**config.mk**
```make
export PLATFORM = sky130hd
export DESIGN_NAME = ram_access_arbiter_flat
export DESIGN_NICKNAME = d
export VERILOG_FILES = /design/src/rtl/ram_access_arbiter_if.sv /design/src/rtl/ram_access_arbiter.sv /design/src/flat_wrapper.sv
export SDC_FILE = /design/constraint.sdc
export NUM_CORES = 1
export LEC_CHECK = 0
export ABC_AREA = 1
export BUFFER_PORTS_ARGS = -buffer_cell sky130_fd_sc_hd__buf_2
export CORE_MARGIN = 4
export CORE_UTILIZATION = 25
export CTS_BUF_LIST = sky130_fd_sc_hd__clkbuf_4 sky130_fd_sc_hd__clkbuf_8
export CTS_CLUSTER_DIAMETER = 40
export DETAILED_ROUTE_END_ITERATION = 16
export MAX_ROUTING_LAYER = met4
export PLACE_DENSITY = 0.77
export SYNTH_ARGS = -nofsm -noshare
export SYNTH_HDL_FRONTEND = slang
export SYNTH_SLANG_ARGS = --single-unit
```
**constraint.sdc**
```tcl
create_clock -name clk -period 1.7 [get_ports clk]
set_input_delay 0.17 -clock clk [delete_from_list [all_inputs] [get_ports clk]]
set_output_delay 0.17 -clock clk [all_outputs]
set_load 0.05 [all_outputs]
```
**src/rtl/ram_access_arbiter_if.sv**
```systemverilog
// Master-side request/response bundle for the two-master RAM access arbiter.
// The arbiter takes the slave modport; request generators take the master modport.
interface ram_access_arbiter_if #(
  parameter int unsigned RAM_WIDTH = 16,
  parameter int unsigned ADDR_LINE = 8
);
  logic                 m0_wr_valid;
  logic                 m1_wr_valid;
  logic                 m0_wr_last;
  logic                 m1_wr_last;
  logic [ADDR_LINE-1:0] m0_wr_addr;
  logic [ADDR_LINE-1:0] m1_wr_addr;
  logic [RAM_WIDTH-1:0] m0_wr_data;
  logic [RAM_WIDTH-1:0] m1_wr_data;
  logic                 m0_wr_ready;
  logic                 m1_wr_ready;

  logic                 m0_rd_valid;
  logic                 m1_rd_valid;
  logic                 m0_rd_last;
  logic                 m1_rd_last;
  logic [ADDR_LINE-1:0] m0_rd_addr;
  logic [ADDR_LINE-1:0] m1_rd_addr;
  logic                 m0_rd_ready;
  logic                 m1_rd_ready;

  logic                 m0_rsp_valid;
  logic                 m1_rsp_valid;
  logic [RAM_WIDTH-1:0] m0_rsp_data;
  logic [RAM_WIDTH-1:0] m1_rsp_data;

  modport slave (
    input  m0_wr_valid, m1_wr_valid, m0_wr_last, m1_wr_last,
    input  m0_wr_addr, m1_wr_addr, m0_wr_data, m1_wr_data,
    output m0_wr_ready, m1_wr_ready,
    input  m0_rd_valid, m1_rd_valid, m0_rd_last, m1_rd_last,
    input  m0_rd_addr, m1_rd_addr,
    output m0_rd_ready, m1_rd_ready,
    output m0_rsp_valid, m1_rsp_valid, m0_rsp_data, m1_rsp_data
  );

  modport master (
    output m0_wr_valid, m1_wr_valid, m0_wr_last, m1_wr_last,
    output m0_wr_addr, m1_wr_addr, m0_wr_data, m1_wr_data,
    input  m0_wr_ready, m1_wr_ready,
    output m0_rd_valid, m1_rd_valid, m0_rd_last, m1_rd_last,
    output m0_rd_addr, m1_rd_addr,
    input  m0_rd_ready, m1_rd_ready,
    input  m0_rsp_valid, m1_rsp_valid, m0_rsp_data, m1_rsp_data
  );
endinterface

```
**src/rtl/ram_access_arbiter.sv**
```systemverilog
// Two-master access controller for one dual-port RAM: independent round-robin
// write and read arbiters with burst locking, plus one-cycle read-return tagging.
module ram_access_arbiter #(
  parameter int unsigned RAM_WIDTH = 16,
  parameter int unsigned ADDR_LINE = 8
) (
  input  logic                 clk,
  input  logic                 rst,
  ram_access_arbiter_if.slave  bus,
  output logic                 ram_wr_en,
  output logic [ADDR_LINE-1:0] ram_wr_addr,
  output logic [RAM_WIDTH-1:0] ram_wr_data,
  output logic                 ram_rd_en,
  output logic [ADDR_LINE-1:0] ram_rd_addr,
  input  logic [RAM_WIDTH-1:0] ram_rd_data
);

  typedef enum logic [1:0] {
    ARB_IDLE  = 2'd0,
    ARB_LOCK0 = 2'd1,
    ARB_LOCK1 = 2'd2
  } arb_state_e;

  arb_state_e wr_state;
  arb_state_e rd_state;
  logic       wr_lg;
  logic       rd_lg;
  logic [1:0] wr_gnt;
  logic [1:0] rd_gnt;
  logic       rsp_pend;
  logic       rsp_id;
  logic       rsp_live;

  // One-hot grant {m1, m0}; a locked port serves only its owner.
  function automatic logic [1:0] arb_grant(input arb_state_e st, input logic lg,
                                           input logic v0, input logic v1);
    logic [1:0] g;
    g = 2'b00;
    case (st)
      ARB_LOCK0: g = {1'b0, v0};
      ARB_LOCK1: g = {v1, 1'b0};
      default: begin
        if (v0 && v1) g = lg ? 2'b01 : 2'b10;
        else          g = {v1, v0};
      end
    endcase
    return g;
  endfunction

  // A grant without last locks the port to that master; a grant with last frees it.
  function automatic arb_state_e arb_next(input arb_state_e st, input logic [1:0] g,
                                          input logic l0, input logic l1);
    arb_state_e n;
    n = st;
    if (g[0])      n = l0 ? ARB_IDLE : ARB_LOCK0;
    else if (g[1]) n = l1 ? ARB_IDLE : ARB_LOCK1;
    return n;
  endfunction

  always_comb begin
    wr_gnt = 2'b00;
    rd_gnt = 2'b00;
    if (!rst) begin
      wr_gnt = arb_grant(wr_state, wr_lg, bus.m0_wr_valid, bus.m1_wr_valid);
      rd_gnt = arb_grant(rd_state, rd_lg, bus.m0_rd_valid, bus.m1_rd_valid);
    end
  end

  always_comb begin
    bus.m0_wr_ready = wr_gnt[0];
    bus.m1_wr_ready = wr_gnt[1];
    ram_wr_en       = |wr_gnt;
    ram_wr_addr     = '0;
    ram_wr_data     = '0;
    if (wr_gnt[0]) begin
      ram_wr_addr = bus.m0_wr_addr;
      ram_wr_data = bus.m0_wr_data;
    end else if (wr_gnt[1]) begin
      ram_wr_addr = bus.m1_wr_addr;
      ram_wr_data = bus.m1_wr_data;
    end
  end

  always_comb begin
    bus.m0_rd_ready = rd_gnt[0];
    bus.m1_rd_ready = rd_gnt[1];
    ram_rd_en       = |rd_gnt;
    ram_rd_addr     = '0;
    if (rd_gnt[0])      ram_rd_addr = bus.m0_rd_addr;
    else if (rd_gnt[1]) ram_rd_addr = bus.m1_rd_addr;
  end

  // Read data is steered to the tagged master and forced to zero elsewhere.
  always_comb begin
    rsp_live         = rsp_pend & ~rst;
    bus.m0_rsp_valid = rsp_live & ~rsp_id;
    bus.m1_rsp_valid = rsp_live & rsp_id;
    bus.m0_rsp_data  = (rsp_live && !rsp_id) ? ram_rd_data : '0;
    bus.m1_rsp_data  = (rsp_live &&  rsp_id) ? ram_rd_data : '0;
  end

  always_ff @(posedge clk) begin
    if (rst) begin
      wr_state <= ARB_IDLE;
      rd_state <= ARB_IDLE;
      wr_lg    <= 1'b1;
      rd_lg    <= 1'b1;
      rsp_pend <= 1'b0;
      rsp_id   <= 1'b0;
    end else begin
      wr_state <= arb_next(wr_state, wr_gnt, bus.m0_wr_last, bus.m1_wr_last);
      rd_state <= arb_next(rd_state, rd_gnt, bus.m0_rd_last, bus.m1_rd_last);
      if (|wr_gnt) wr_lg <= wr_gnt[1];
      if (|rd_gnt) begin
        rd_lg  <= rd_gnt[1];
        rsp_id <= rd_gnt[1];
      end
      rsp_pend <= |rd_gnt;
    end
  end

endmodule

```
**src/flat_wrapper.sv**
```systemverilog
// flat-port wrapper written by rule: the top's interface ports become plain ports
module ram_access_arbiter_flat 
#(
  parameter int unsigned RAM_WIDTH = 16,
  parameter int unsigned ADDR_LINE = 8
)
  (clk, rst, ram_wr_en, ram_wr_addr, ram_wr_data, ram_rd_en, ram_rd_addr, ram_rd_data, bus_m0_wr_valid, bus_m1_wr_valid, bus_m0_wr_last, bus_m1_wr_last, bus_m0_wr_addr, bus_m1_wr_addr, bus_m0_wr_data, bus_m1_wr_data, bus_m0_wr_ready, bus_m1_wr_ready, bus_m0_rd_valid, bus_m1_rd_valid, bus_m0_rd_last, bus_m1_rd_last, bus_m0_rd_addr, bus_m1_rd_addr, bus_m0_rd_ready, bus_m1_rd_ready, bus_m0_rsp_valid, bus_m1_rsp_valid, bus_m0_rsp_data, bus_m1_rsp_data);
  ram_access_arbiter_if #(.RAM_WIDTH(RAM_WIDTH), .ADDR_LINE(ADDR_LINE)) bus_i ();
  input  logic clk;
  input  logic rst;
  output logic ram_wr_en;
  output logic [ADDR_LINE-1:0] ram_wr_addr;
  output logic [RAM_WIDTH-1:0] ram_wr_data;
  output logic ram_rd_en;
  output logic [ADDR_LINE-1:0] ram_rd_addr;
  input  logic [RAM_WIDTH-1:0] ram_rd_data;
  input wire logic [$bits(bus_i.m0_wr_valid)-1:0] bus_m0_wr_valid;
  input wire logic [$bits(bus_i.m1_wr_valid)-1:0] bus_m1_wr_valid;
  input wire logic [$bits(bus_i.m0_wr_last)-1:0] bus_m0_wr_last;
  input wire logic [$bits(bus_i.m1_wr_last)-1:0] bus_m1_wr_last;
  input wire logic [$bits(bus_i.m0_wr_addr)-1:0] bus_m0_wr_addr;
  input wire logic [$bits(bus_i.m1_wr_addr)-1:0] bus_m1_wr_addr;
  input wire logic [$bits(bus_i.m0_wr_data)-1:0] bus_m0_wr_data;
  input wire logic [$bits(bus_i.m1_wr_data)-1:0] bus_m1_wr_data;
  output wire logic [$bits(bus_i.m0_wr_ready)-1:0] bus_m0_wr_ready;
  output wire logic [$bits(bus_i.m1_wr_ready)-1:0] bus_m1_wr_ready;
  input wire logic [$bits(bus_i.m0_rd_valid)-1:0] bus_m0_rd_valid;
  input wire logic [$bits(bus_i.m1_rd_valid)-1:0] bus_m1_rd_valid;
  input wire logic [$bits(bus_i.m0_rd_last)-1:0] bus_m0_rd_last;
  input wire logic [$bits(bus_i.m1_rd_last)-1:0] bus_m1_rd_last;
  input wire logic [$bits(bus_i.m0_rd_addr)-1:0] bus_m0_rd_addr;
  input wire logic [$bits(bus_i.m1_rd_addr)-1:0] bus_m1_rd_addr;
  output wire logic [$bits(bus_i.m0_rd_ready)-1:0] bus_m0_rd_ready;
  output wire logic [$bits(bus_i.m1_rd_ready)-1:0] bus_m1_rd_ready;
  output wire logic [$bits(bus_i.m0_rsp_valid)-1:0] bus_m0_rsp_valid;
  output wire logic [$bits(bus_i.m1_rsp_valid)-1:0] bus_m1_rsp_valid;
  output wire logic [$bits(bus_i.m0_rsp_data)-1:0] bus_m0_rsp_data;
  output wire logic [$bits(bus_i.m1_rsp_data)-1:0] bus_m1_rsp_data;
  assign bus_i.m0_wr_valid = bus_m0_wr_valid;
  assign bus_i.m1_wr_valid = bus_m1_wr_valid;
  assign bus_i.m0_wr_last = bus_m0_wr_last;
  assign bus_i.m1_wr_last = bus_m1_wr_last;
  assign bus_i.m0_wr_addr = bus_m0_wr_addr;
  assign bus_i.m1_wr_addr = bus_m1_wr_addr;
  assign bus_i.m0_wr_data = bus_m0_wr_data;
  assign bus_i.m1_wr_data = bus_m1_wr_data;
  assign bus_m0_wr_ready = bus_i.m0_wr_ready;
  assign bus_m1_wr_ready = bus_i.m1_wr_ready;
  assign bus_i.m0_rd_valid = bus_m0_rd_valid;
  assign bus_i.m1_rd_valid = bus_m1_rd_valid;
  assign bus_i.m0_rd_last = bus_m0_rd_last;
  assign bus_i.m1_rd_last = bus_m1_rd_last;
  assign bus_i.m0_rd_addr = bus_m0_rd_addr;
  assign bus_i.m1_rd_addr = bus_m1_rd_addr;
  assign bus_m0_rd_ready = bus_i.m0_rd_ready;
  assign bus_m1_rd_ready = bus_i.m1_rd_ready;
  assign bus_m0_rsp_valid = bus_i.m0_rsp_valid;
  assign bus_m1_rsp_valid = bus_i.m1_rsp_valid;
  assign bus_m0_rsp_data = bus_i.m0_rsp_data;
  assign bus_m1_rsp_data = bus_i.m1_rsp_data;
  ram_access_arbiter #(.RAM_WIDTH(RAM_WIDTH), .ADDR_LINE(ADDR_LINE)) u_core (.clk(clk), .rst(rst), .bus(bus_i), .ram_wr_en(ram_wr_en), .ram_wr_addr(ram_wr_addr), .ram_wr_data(ram_wr_data), .ram_rd_en(ram_rd_en), .ram_rd_addr(ram_rd_addr), .ram_rd_data(ram_rd_data));
endmodule
```
# --- After elaboration in Yosys (flattened, before gate mapping) ---
# Index checks and enable logic that the tools add are counted.
word_totals:
  out_inout_bits: 72
  wordCells: 48
  regBits: 8
classes:
  n_eq_ne: 4
  reduce_logical: 9
  muxes: 24
  n_bitwise: 5
op_table:
  columns: ["operator", "count"]
  rows:
  - ["$mux W16", 4]
  - ["$mux W8", 4]
  - ["$mux W2", 12]
  - ["$pmux W2 S2", 2]
  - ["$eq A2 B1 Y1 const B", 2]
  - ["$eq A2 B2 Y1 const B", 2]
  - ["$logic_and A1 B1 Y1", 4]
  - ["$reduce_bool A2 Y1", 2]
  - ["$reduce_or A2 Y1", 2]
  - ["$and A1 B1 Y1", 3]
  - ["$mux W1", 2]
  - ["$not A1 Y1", 2]
  - ["$logic_not A1 Y1", 1]

# --- Depth between registers and ports, before layout ---
# Gate-level depths: netlist of the first run.
logic_depth:
  word_depth: 6
  depth_mapped: 9
  mapped_depth_nobuf: 8

# --- Worst setup path after synthesis of the first run ---
# Ideal clock, no wire load.
synth_timing:
  kind: "reg-to-output"
  from: "register u_core.rsp_id"
  to: "output port bus_m1_rsp_data[10]"
  path_stages_with_launch: 6
  required_ps: 1530
  arrival_time_ps: 2584
  path_slack_ps: -1054
  path_cell_list: "dfxtp_1 > inv_1 > nor3_1 > inv_2 > clkbuf_8 > nor2_1"
synth_between:
  elab_chain_cells: 2
synth_rtl:
  columns: ["element", "line", "text"]
  rows:
  - ["start, declared", "ram_access_arbiter.sv:31", "logic rsp_id;"]
  - ["start signal, assigned", "ram_access_arbiter.sv:116", "rsp_id <= rd_gnt[1];"]
  - ["$logic_and A1 B1 Y1", "ram_access_arbiter.sv:99", "bus.m1_rsp_data = (rsp_live && rsp_id) ? ram_rd_data : '0;"]
  - ["$mux W16", "ram_access_arbiter.sv:99", null]
  - ["end, declared", "flat_wrapper.sv:38", "output wire logic [$bits(bus_i.m1_rsp_data)-1:0] bus_m1_rsp_data;"]
# No other way between the ends.

# --- Worst setup path after layout of the first run ---
layout_timing:
  from: "register u_core.rd_state[0]"
  to: "output port ram_rd_addr[2]"
layout_between:
  elab_chain_cells: 5
  word_cells_on_any_way: 6
  cone_classes: "eq/ne: 2; mux: 4"
layout_rtl:
  columns: ["element", "line", "text"]
  rows:
  - ["start, declared", "ram_access_arbiter.sv:25", "arb_state_e rd_state;"]
  - ["start signal, assigned", "ram_access_arbiter.sv:112", "rd_state <= arb_next(rd_state, rd_gnt, bus.m0_rd_last, bus.m1_rd_last);"]
  - ["$eq A2 B2 Y1 or $eq A2 B1 Y1 (tied branches)", "ram_access_arbiter.sv:39", "case (st)"]
  - ["$pmux W2 S2 (*)", "ram_access_arbiter.sv:39", null]
  - ["$mux W2 (*)", "ram_access_arbiter.sv:63", "if (!rst) begin"]
  - ["$mux W8", "ram_access_arbiter.sv:90", "else if (rd_gnt[1]) ram_rd_addr = bus.m1_rd_addr;"]
  - ["$mux W8 (*)", "ram_access_arbiter.sv:89", "if (rd_gnt[0]) ram_rd_addr = bus.m0_rd_addr;"]
  - ["end, declared", "flat_wrapper.sv:15", "output logic [ADDR_LINE-1:0] ram_rd_addr;"]
# Every way passes the cells marked *; elsewhere a longest branch is shown, timed or not.

==> metrics.txt, run 1 <==
via count=2,351; synth-to-layout area growth=197%; switching power=0.000949 W; router iterations before antenna repair=4; RSZ-0062 raised after global routing=true; wire length per cell=15.4 um; Clock power frac=0.121; Slowest cell on crit path=dfxtp_2; Num CTS Buffers=3; failing checks=negative setup slack; crit share post-route=1.14; die height=78.2 um; core area=0.00475 mm^2; placed cells=477; Starting Density=0.259; largest net degree at the start of global routing=27; Setup CP Type=flop to primary output; Worst Path Max Fanout=4; clk root buf=clkbuf_8; DRC=0; fin cells=504; Syn. warnings=0; Setup Skew=0.00830 ns; pre-CTS setup slack=-0.149 ns; pwr/cell area=515 mW/mm^2; Seq pwr share=0.115; port bufs=161; Worst slew margin=0.825; register area share after synthesis=0.130; final worst setup slack=-0.233 ns; hold_buf cts=0; most common cell after layout, fill and taps aside=buf_2; vias in the first global route=2,369; Max VDD drop=0.429 mV; # setup viols final=37; initial antenna violation count=0; die area=0.00611 mm^2; hold path depth=4; total global-route track usage=0.220; post-synth cell types=20; LEAKAGE=1.88 nW; Yosys reg bits=8; clk sinks=8; Critical Path Stages=10; clock slew at reported path FFs=0.04 ns; Routed Wire Length=7.76 mm; Tmin final=1.93 ns; Filler cells=341; Antenna Violating Nets Remaining=0; crit-path leading delay family=buffers and inverters; CP Data Arrival Time=1.76 ns; CTS max path bufs=2; Mapped Cells=246; Fin. Hold Viols=0; critical path endpoint category=primary output; RD Place Congestion=0.807; Worst-Margin Slew=0.263 ns; Data required, critical path=1.53 ns; status=finished, violations left; # H-tree levels=1; Max Transition Viols Final=0; commonest cells after routing, fill and taps aside=buf_2, nand2_1, buf_8; Starting DRT DRC Count=86; Synthesized Nets=340; Hold Slack=0.185 ns; switch share=0.503; fmax=517 MHz; Buf+Inv Stages, Crit Path=5; crit path cell chain=inv_2 -> ha_4 -> buf_4 -> nand3_2 -> inv_1 -> nor2_4 -> clkbuf_16 -> nand3_4 -> nand2_4 -> buf_8; Cell Rows=25; CTS tree=built; Nets=533; setup TNS=-7.34 ns; Clk Latency, worst-skew pair=0.23 ns; HPWL after detailed placement=4.50 mm; number of diodes=0; Vias/cell=4.66; startpoint types=flop; Internal=0.000936 W; peak per-stage delay on the critical path=0.33 ns; first-pass GRT wire length=10.8 mm; Register Area=169 um^2; Final Instance Area=0.00366 mm^2; gr ovfl total=0; IO Count=162; max_cap viols=0; Avg Cell Area, Syn=5.00 um^2; Post-Synthesis Cell Area=0.00123 mm^2; multi-input logic area=0.00154 mm^2; FF-to-FF path depth=11; Die W=78.2 um; combinational power share=0.763; worst min path class=input port to flop; layout cell share with drive strength beyond 1=0.764; Post-Place Cell Area=0.00263 mm^2
==> worst register-to-register path: stages, from the launching register on <==
cell and delay (ns):
dfxtp_2 0.33, inv_2 0.05, ha_4 0.24, nor2_4 0.12, nor2_4 0.06, buf_4 0.13, buf_4 0.12, buf_4 0.12
buf_4 0.14, a21oi_1 0.13, nand2_1 0.08, nand2_1 0.06
==> metal layers <==
metal	share of wire	up-vias	global-route usage	routed length [um]
met4	0.040	0	0.0542	312
met1	0.31	1069	0.205	2410
met5	0	-	-	0
li1	-	1130	-	-
met2	0.59	124	0.452	4550
met3	0.063	28	0.0447	486
==> cell type report <==
type | instances | area share
Clock buffer | 3 | 0.0113
Inverter | 43 | 0.0499
Multi-Input combinational cell | 186 | 0.419
Sequential cell | 8 | 0.0462
Tap cell | 67 | 0.0229
Timing Repair Buffer | 196 | 0.448
Timing Repair inverter | 1 | 0.00239
==> what timing repair did <==
item                       4_1_cts  5_1_grt
pin swaps                       11       19
gates resized for setup        145       52
cloned                           3        4
buffers inserted                14        4
setup endpoints to repair       52       57
==> flip-flops by register name, indices dropped and copies added, names as in the netlist <==
signal	cells
u_core.rd_state	2
u_core.wr_state	2
u_core.rsp_pend	1
u_core.rd_lg	1
u_core.rsp_id	1
u_core.wr_lg	1
==> path summary, 6_finish.rpt <==
check	start	end	slack, ns
min reg2reg	u_core.rd_state[1]$_SDFFE_PP0P_	u_core.rd_state[1]$_SDFFE_PP0P_	0.50
max reg2reg	u_core.rd_state[0]$_SDFFE_PP0P_	u_core.rd_state[0]$_SDFFE_PP0P_	0.06
min	bus_m0_wr_last	u_core.wr_state[0]$_SDFFE_PP0P_	0.18
max	u_core.rd_state[0]$_SDFFE_PP0P_	ram_rd_addr[2]	-0.23
==> power by group through the flow <==
stage | sequential (W) | clock, W | combinational, W
6_report | 0.000217 | 0.000229 | 0.00144
3_5_place_dp | 0.000220 | 0 | 0.00101
2_1_floorplan | 0.000218 | 0 | 0.000740
4_1_cts | 0.000218 | 0.000227 | 0.00130
5_1_grt | 0.000219 | 0.000245 | 0.00151
3_3_place_gp | 0.000220 | 0 | 0.000999
==> cell usage after synthesis, drive strengths merged <==
library cell,number,share of area
nand2,87,0.27
nor2,44,0.15
inv,42,0.13
nand3,40,0.17
buf,8,0.050
dfxtp,8,0.13
a21oi,6,0.024
ha,4,0.041
nor3,2,0.0081
o211ai,2,0.012
clkbuf,1,0.011
clkinv,1,0.0030
o21ai,1,0.0041
==> cell families (layout without fill, tap and decap cells) <==
family                     Yosys count  in the layout  share of synthesized area
and+or+nand+nor                    173            173                      0.595
adders and majority gates            4              4                     0.0407
buffers and inverters               52            243                      0.194
DFF                                  8              8                      0.130
AOI/OAI and AO/OA                    9              9                     0.0406
==> stage by stage <==
step | util | total power, W
3_5_place_dp | 0.553 | 0.00123
5_1_grt | 0.770 | 0.00197
3_3_place_gp | 0.553 | 0.00122
6_report | 0.770 | 0.00189
4_1_cts | 0.707 | 0.00174
2_1_floorplan | - | 0.000958
Note: power is estimated with default switching activity, not from simulation.
==> run 2: changes to the inputs <==
==> constraint.sdc (replaced) <==
create_clock -name clk -period 2.2 [get_ports clk]
set_input_delay 0.22 -clock clk [delete_from_list [all_inputs] [get_ports clk]]
set_output_delay 0.22 -clock clk [all_outputs]
set_load 0.05 [all_outputs]
==> run 2 against run 1 <==
The run now ends clean. Core utilization is 29 points lower. Power is 44% lower. Non-clock buffer count is 30 lower. Via count is 14% lower. Critical path type unchanged. Critical endpoint is now ram_rd_addr[1].
==> metrics.txt, run 2 (synthesized netlist as in run 1, its figures left out) <==
Worst Path Max Fanout=10 (+6); DRC=0 (unchanged); gr ovfl total=0 (unchanged); met1 usage=0.157 (-0.0485); Setup Skew=0.00379 ns (-0.00451 ns); Starting Density=0.259 (unchanged); Clock power frac=0.167 (+0.046); GR Util met3=0.0287 (-0.0161); status=finished, final reports clean; via count=2,028 (-14%); fmax=480 MHz; commonest cells after routing, fill and taps aside=buf_2, nand2_1, inv_1; Num CTS Buffers=3 (unchanged); most common cell after layout, fill and taps aside=buf_2; Filler cells=552 (+62%); gr busiest metal=met2; Internal=0.000484 W (-48%); Routed Wire Length=5.24 mm (-32%); wire length per cell=11.1 um (-28%); Max Transition Viols Final=0 (unchanged); Hold Slack=0.234 ns (+0.0496 ns); switch share=0.538 (+0.0347); clk sinks=8 (unchanged); port bufs=161 (unchanged); CP Data Arrival Time=1.87 ns (+0.11 ns); initial antenna violation count=0 (unchanged); Global Route met2 Usage=0.307 (-0.146); die height=78.2 um (unchanged); setup TNS=0 ns (+7.34 ns); Clk Latency, worst-skew pair=0.22 ns (about the same); largest net degree at the start of global routing=27 (unchanged); Final Util=0.482 (-0.288); critical path endpoint category=primary output; Fin. Hold Viols=0 (unchanged); clk root buf=clkbuf_8; die area=0.00611 mm^2 (unchanged); Antenna Violating Nets Remaining=0 (unchanged); Starting DRT DRC Count=49 (-43%); switching power=0.000563 W (-41%); Max VDD drop=0.268 mV (-38%); clock slew at reported path FFs=0.04 ns (about the same); IO Count=162 (unchanged); startpoint types=flop; router iterations before antenna repair=4 (unchanged); synth-to-layout area growth=86.2%; pwr/cell area=457 mW/mm^2 (-11%); Vias/cell=4.28 (-8.3%); CTS max path bufs=2 (unchanged); Worst slew margin=0.761 (-0.0632); total global-route track usage=0.156 (-0.0643); largest registers=u_core.rd_state: 2 flops, u_core.wr_state: 2 flops; Data required, critical path=1.98 ns (+0.45 ns); # H-tree levels=1 (unchanged); Seq pwr share=0.157 (+0.042); Die W=78.2 um (unchanged); worst min path class=input port to flop; number of diodes=0 (unchanged); core area=0.00475 mm^2 (unchanged); crit share post-route=0.948; RSZ-0062 raised after global routing=false; # setup viols final=0 (-100%); max_cap viols=0 (unchanged); Tmin final=2.09 ns; RD Place Congestion=0.824 (+2.1%); Nets=503 (-5.6%); LEAKAGE=1.53 nW (-18%); combinational power share=0.676 (-0.087); Worst-Margin Slew=0.357 ns (+0.0945 ns); layout cell share with drive strength beyond 1=0.484 (-0.280); first-pass GRT wire length=7.93 mm (-26%); Setup CP Type=flop to primary output; CTS tree=built; Cell Rows=25 (unchanged); vias in the first global route=1,897 (-20%); HPWL after detailed placement=4.25 mm (-5.6%)
run 2: changes by cell type in the layout (fill, tap and decap cells not counted), sizes merged:
cell	delta
clkinv	-2
buf	-30
clkinvlp	+2
run 2: critical path, stage by stage, from the launching register on:
cell and delay (ns):
dfxtp_1 0.33, inv_1 0.09, ha_4 0.30, nor2_1 0.05, nor2_2 0.15, nand3_2 0.17, buf_4 0.21, nand3_1 0.08
nand2_1 0.06, buf_2 0.21
run 2: layout make-up:
class                   instances  area, um^2  area share
inverters                      43         178      0.0775
repair buffers                166         920       0.401
multi-input cells             186         902       0.394
repair inverters                1        7.51     0.00328
flip-flops and latches          8         160      0.0699
well taps                      67        83.8      0.0366
clock buffers                   3        41.3      0.0180
run 2: final timing paths:
| path | cells past startpoint | slack [ns] | startpoint | end |
|---|---|---|---|---|
| worst min register to register | 2 | 0.48 | u_core.wr_state[1]$_SDFFE_PP0P_ | u_core.wr_state[1]$_SDFFE_PP0P_ |
| worst max register to register | 7 | 0.73 | u_core.wr_state[0]$_SDFFE_PP0P_ | u_core.wr_state[0]$_SDFFE_PP0P_ |
| worst max-delay path | 9 | 0.11 | u_core.rd_state[0]$_SDFFE_PP0P_ | ram_rd_addr[1] |
| worst min-delay path | 4 | 0.23 | bus_m0_rd_last | u_core.rd_state[0]$_SDFFE_PP0P_ |
run 2: power groups by stage:
stage | Clock (W) | Combinational [W] | Sequential, W
CTS | 0.000182 | 0.000682 | 0.000164
finish | 0.000174 | 0.000708 | 0.000165
floorplan | 0 | 0.000482 | 0.000165
global placement | 0 | 0.000657 | 0.000166
detailed placement | 0 | 0.000666 | 0.000166
global route | 0.000195 | 0.000756 | 0.000165
run 2: repair_timing:
action                     4_1_cts  5_1_grt
hold buffers                     0        0
setup endpoints to repair       24       36
cloned                           0        1
gates resized for setup         15       21
buffers inserted                 0        2
pin swaps                        0        1
run 2: per-layer routing:
layer	vias up	wire [um]
met5	-	0
met4	0	68
met3	8	273
met2	56	2950
met1	896	1950
li1	1068	-
run 2: per-stage QoR:
stage               setup slack (ns)  power (W)  cells  area (um^2)
global placement               0.273   0.000823    468         2120
CTS                           0.0161    0.00103    471         2200
floorplan                     -0.113   0.000648    246         1270
detailed placement             0.214   0.000832    468         2120
finish                         0.115    0.00105    474         2290
global route                0.000382    0.00112    474         2290
==> run 3: changes to the inputs <==
--- a/config.mk
+++ b/config.mk
@@ -14,6 +14,7 @@
 export DETAILED_ROUTE_END_ITERATION = 16
 export MAX_ROUTING_LAYER = met4
 export PLACE_DENSITY = 0.77
+export RECOVER_POWER = 100
 export SYNTH_ARGS = -nofsm -noshare
 export SYNTH_HDL_FRONTEND = slang
 export SYNTH_SLANG_ARGS = --single-unit
==> run 3 against run 2 <==
Clock power about the same. Sequential share of layout area about the same. Non-clock buffer count unchanged. Count of clock-buffer cells in the layout unchanged. Worst hold slack unchanged. Power about the same. Routed wire length unchanged. Clock skew unchanged. Register-to-register slack about the same. Via count unchanged. Global-route usage unchanged.
==> metrics.txt, run 3 (synthesized netlist as in run 1, its figures left out) <==
Vias/cell=4.28 (unchanged); RSZ-0062 raised after global routing=false; total global-route track usage=0.156 (unchanged); setup TNS=0 ns (unchanged); die height=78.2 um (unchanged); die area=0.00611 mm^2 (unchanged); Setup CP Type=flop to primary output; commonest cells after routing, fill and taps aside=buf_2, nand2_1, inv_1; largest registers=u_core.rd_state: 2 flops, u_core.wr_state: 2 flops; IO Count=162 (unchanged); core area=0.00475 mm^2 (unchanged); clock slew at reported path FFs=0.04 ns (about the same); router iterations before antenna repair=4 (unchanged); DRC=0 (unchanged); Setup Skew=0.00379 ns (unchanged); Starting Density=0.259 (unchanged); Cell Rows=25 (unchanged); clk sinks=8 (unchanged); power consumption=0.00105 W (about the same); pwr/cell area=457 mW/mm^2 (about the same); Fin. Hold Viols=0 (unchanged); crit path cell chain=inv_1 -> ha_4 -> nor2_1 -> nor2_2 -> nand3_2 -> buf_4 -> nand3_1 -> nand2_1 -> buf_2; pre-CTS setup slack=0.214 ns (unchanged); Hold Slack=0.234 ns (unchanged); worst min path class=input port to flop; synth-to-layout area growth=86.1% (about the same); layout cell share with drive strength beyond 1=0.482 (-0.00246); number of diodes=0 (unchanged); Nets=503 (unchanged); critical path endpoint category=primary output; # setup viols final=0 (unchanged); initial antenna violation count=0 (unchanged); HPWL after detailed placement=4.25 mm (unchanged); via count=2,028 (unchanged); port bufs=161 (unchanged); crit share post-route=0.948 (unchanged); Die W=78.2 um (unchanged); first-pass GRT wire length=7.93 mm (unchanged); Num CTS Buffers=3 (unchanged); startpoint types=flop; Data required, critical path=1.98 ns (about the same); Max Transition Viols Final=0 (unchanged); Final Instance Area=0.00229 mm^2 (about the same); FF-to-FF path depth=7 (unchanged); Worst slew margin=0.598 (-0.164); CP Data Arrival Time=1.87 ns (about the same); vias in the first global route=1,897 (unchanged); # H-tree levels=1 (unchanged); CTS tree=built; Filler cells=552 (unchanged); Worst Path Max Fanout=10 (unchanged); fmax=480 MHz (unchanged); Max VDD drop=0.268 mV (unchanged); Starting DRT DRC Count=49 (unchanged); peak per-stage delay on the critical path=0.33 ns (about the same); final worst setup slack=0.115 ns (unchanged); clk root buf=clkbuf_8; wire length per cell=11.1 um (unchanged); LEAKAGE=1.53 nW (-0.26%); hold path depth=4 (unchanged); status=finished, final reports clean; RD Place Congestion=0.824 (unchanged); largest net degree at the start of global routing=27 (unchanged); Antenna Violating Nets Remaining=0 (unchanged); Slowest cell on crit path=dfxtp_1; CTS max path bufs=2 (unchanged); hold_buf cts=0 (unchanged); most common cell after layout, fill and taps aside=buf_2; max_cap viols=0 (unchanged); Clk Latency, worst-skew pair=0.22 ns (about the same); gr ovfl total=0 (unchanged); Routed Wire Length=5.24 mm (unchanged); Worst-Margin Slew=0.606 ns (+0.249 ns); Post-Place Cell Area=0.00212 mm^2 (unchanged); Tmin final=2.09 ns (unchanged)
==> run 3: path summary, 6_finish.rpt <==
check / startpoint / end / slack (ns)
setup / recovery: u_core.rd_state[0]$_SDFFE_PP0P_ / ram_rd_addr[1] / 0.11
setup reg to reg: u_core.wr_state[0]$_SDFFE_PP0P_ / u_core.wr_state[0]$_SDFFE_PP0P_ / 0.73
hold reg to reg: u_core.wr_state[1]$_SDFFE_PP0P_ / u_core.wr_state[1]$_SDFFE_PP0P_ / 0.48
hold / removal: bus_m0_rd_last / u_core.rd_state[0]$_SDFFE_PP0P_ / 0.23
==> run 3: critical path, delay by kind of cell, from the launching register on <==
kind	cells	cell delay [ns]
buffers and inverters	3	0.51
adders and majority gates	1	0.30
DFF	1	0.33
and+or+nand+nor	5	0.51
==> run 3: per-stage QoR <==
stage | util | instances
global placement | 0.446 | 468
detailed placement | 0.446 | 468
floorplan | - | 246
CTS | 0.463 | 471
global route | 0.482 | 474
finish | 0.482 | 474
==> run 3: cell type report <==
class	count	area (um^2)	area share
repair buffers	166	918	0.401
multi-input cells	186	902	0.394
inverters	43	178	0.0776
flip-flops and latches	8	160	0.0699
well taps	67	83.8	0.0366
clock buffers	3	41.3	0.0180
repair inverters	1	7.51	0.00328
==> run 3: power by group <==
part	total, W	internal (W)	switching (W)	leakage, nW
Clock	0.000174	0.000118	0.0000560	0.0216
Combinational	0.000707	0.000207	0.000501	1.44
Sequential	0.000165	0.000158	0.00000646	0.0660
==> run 3: routing by layer <==
layer	up-vias	share of wire	track usage
met5	-	0	-
met4	0	0.013	0.0420
met3	8	0.052	0.0287
met2	56	0.56	0.307
met1	896	0.37	0.157
li1	1068	-	-
==> run 3: timing repair <==
item / 4_1_cts / 5_1_grt
endpoints found under the hold margin: 0 / 0
setup buffers: 0 / 2
gates cloned: 0 / 1
endpoints found under the setup margin: 24 / 36
pin swaps: 0 / 1
resized for setup: 15 / 21
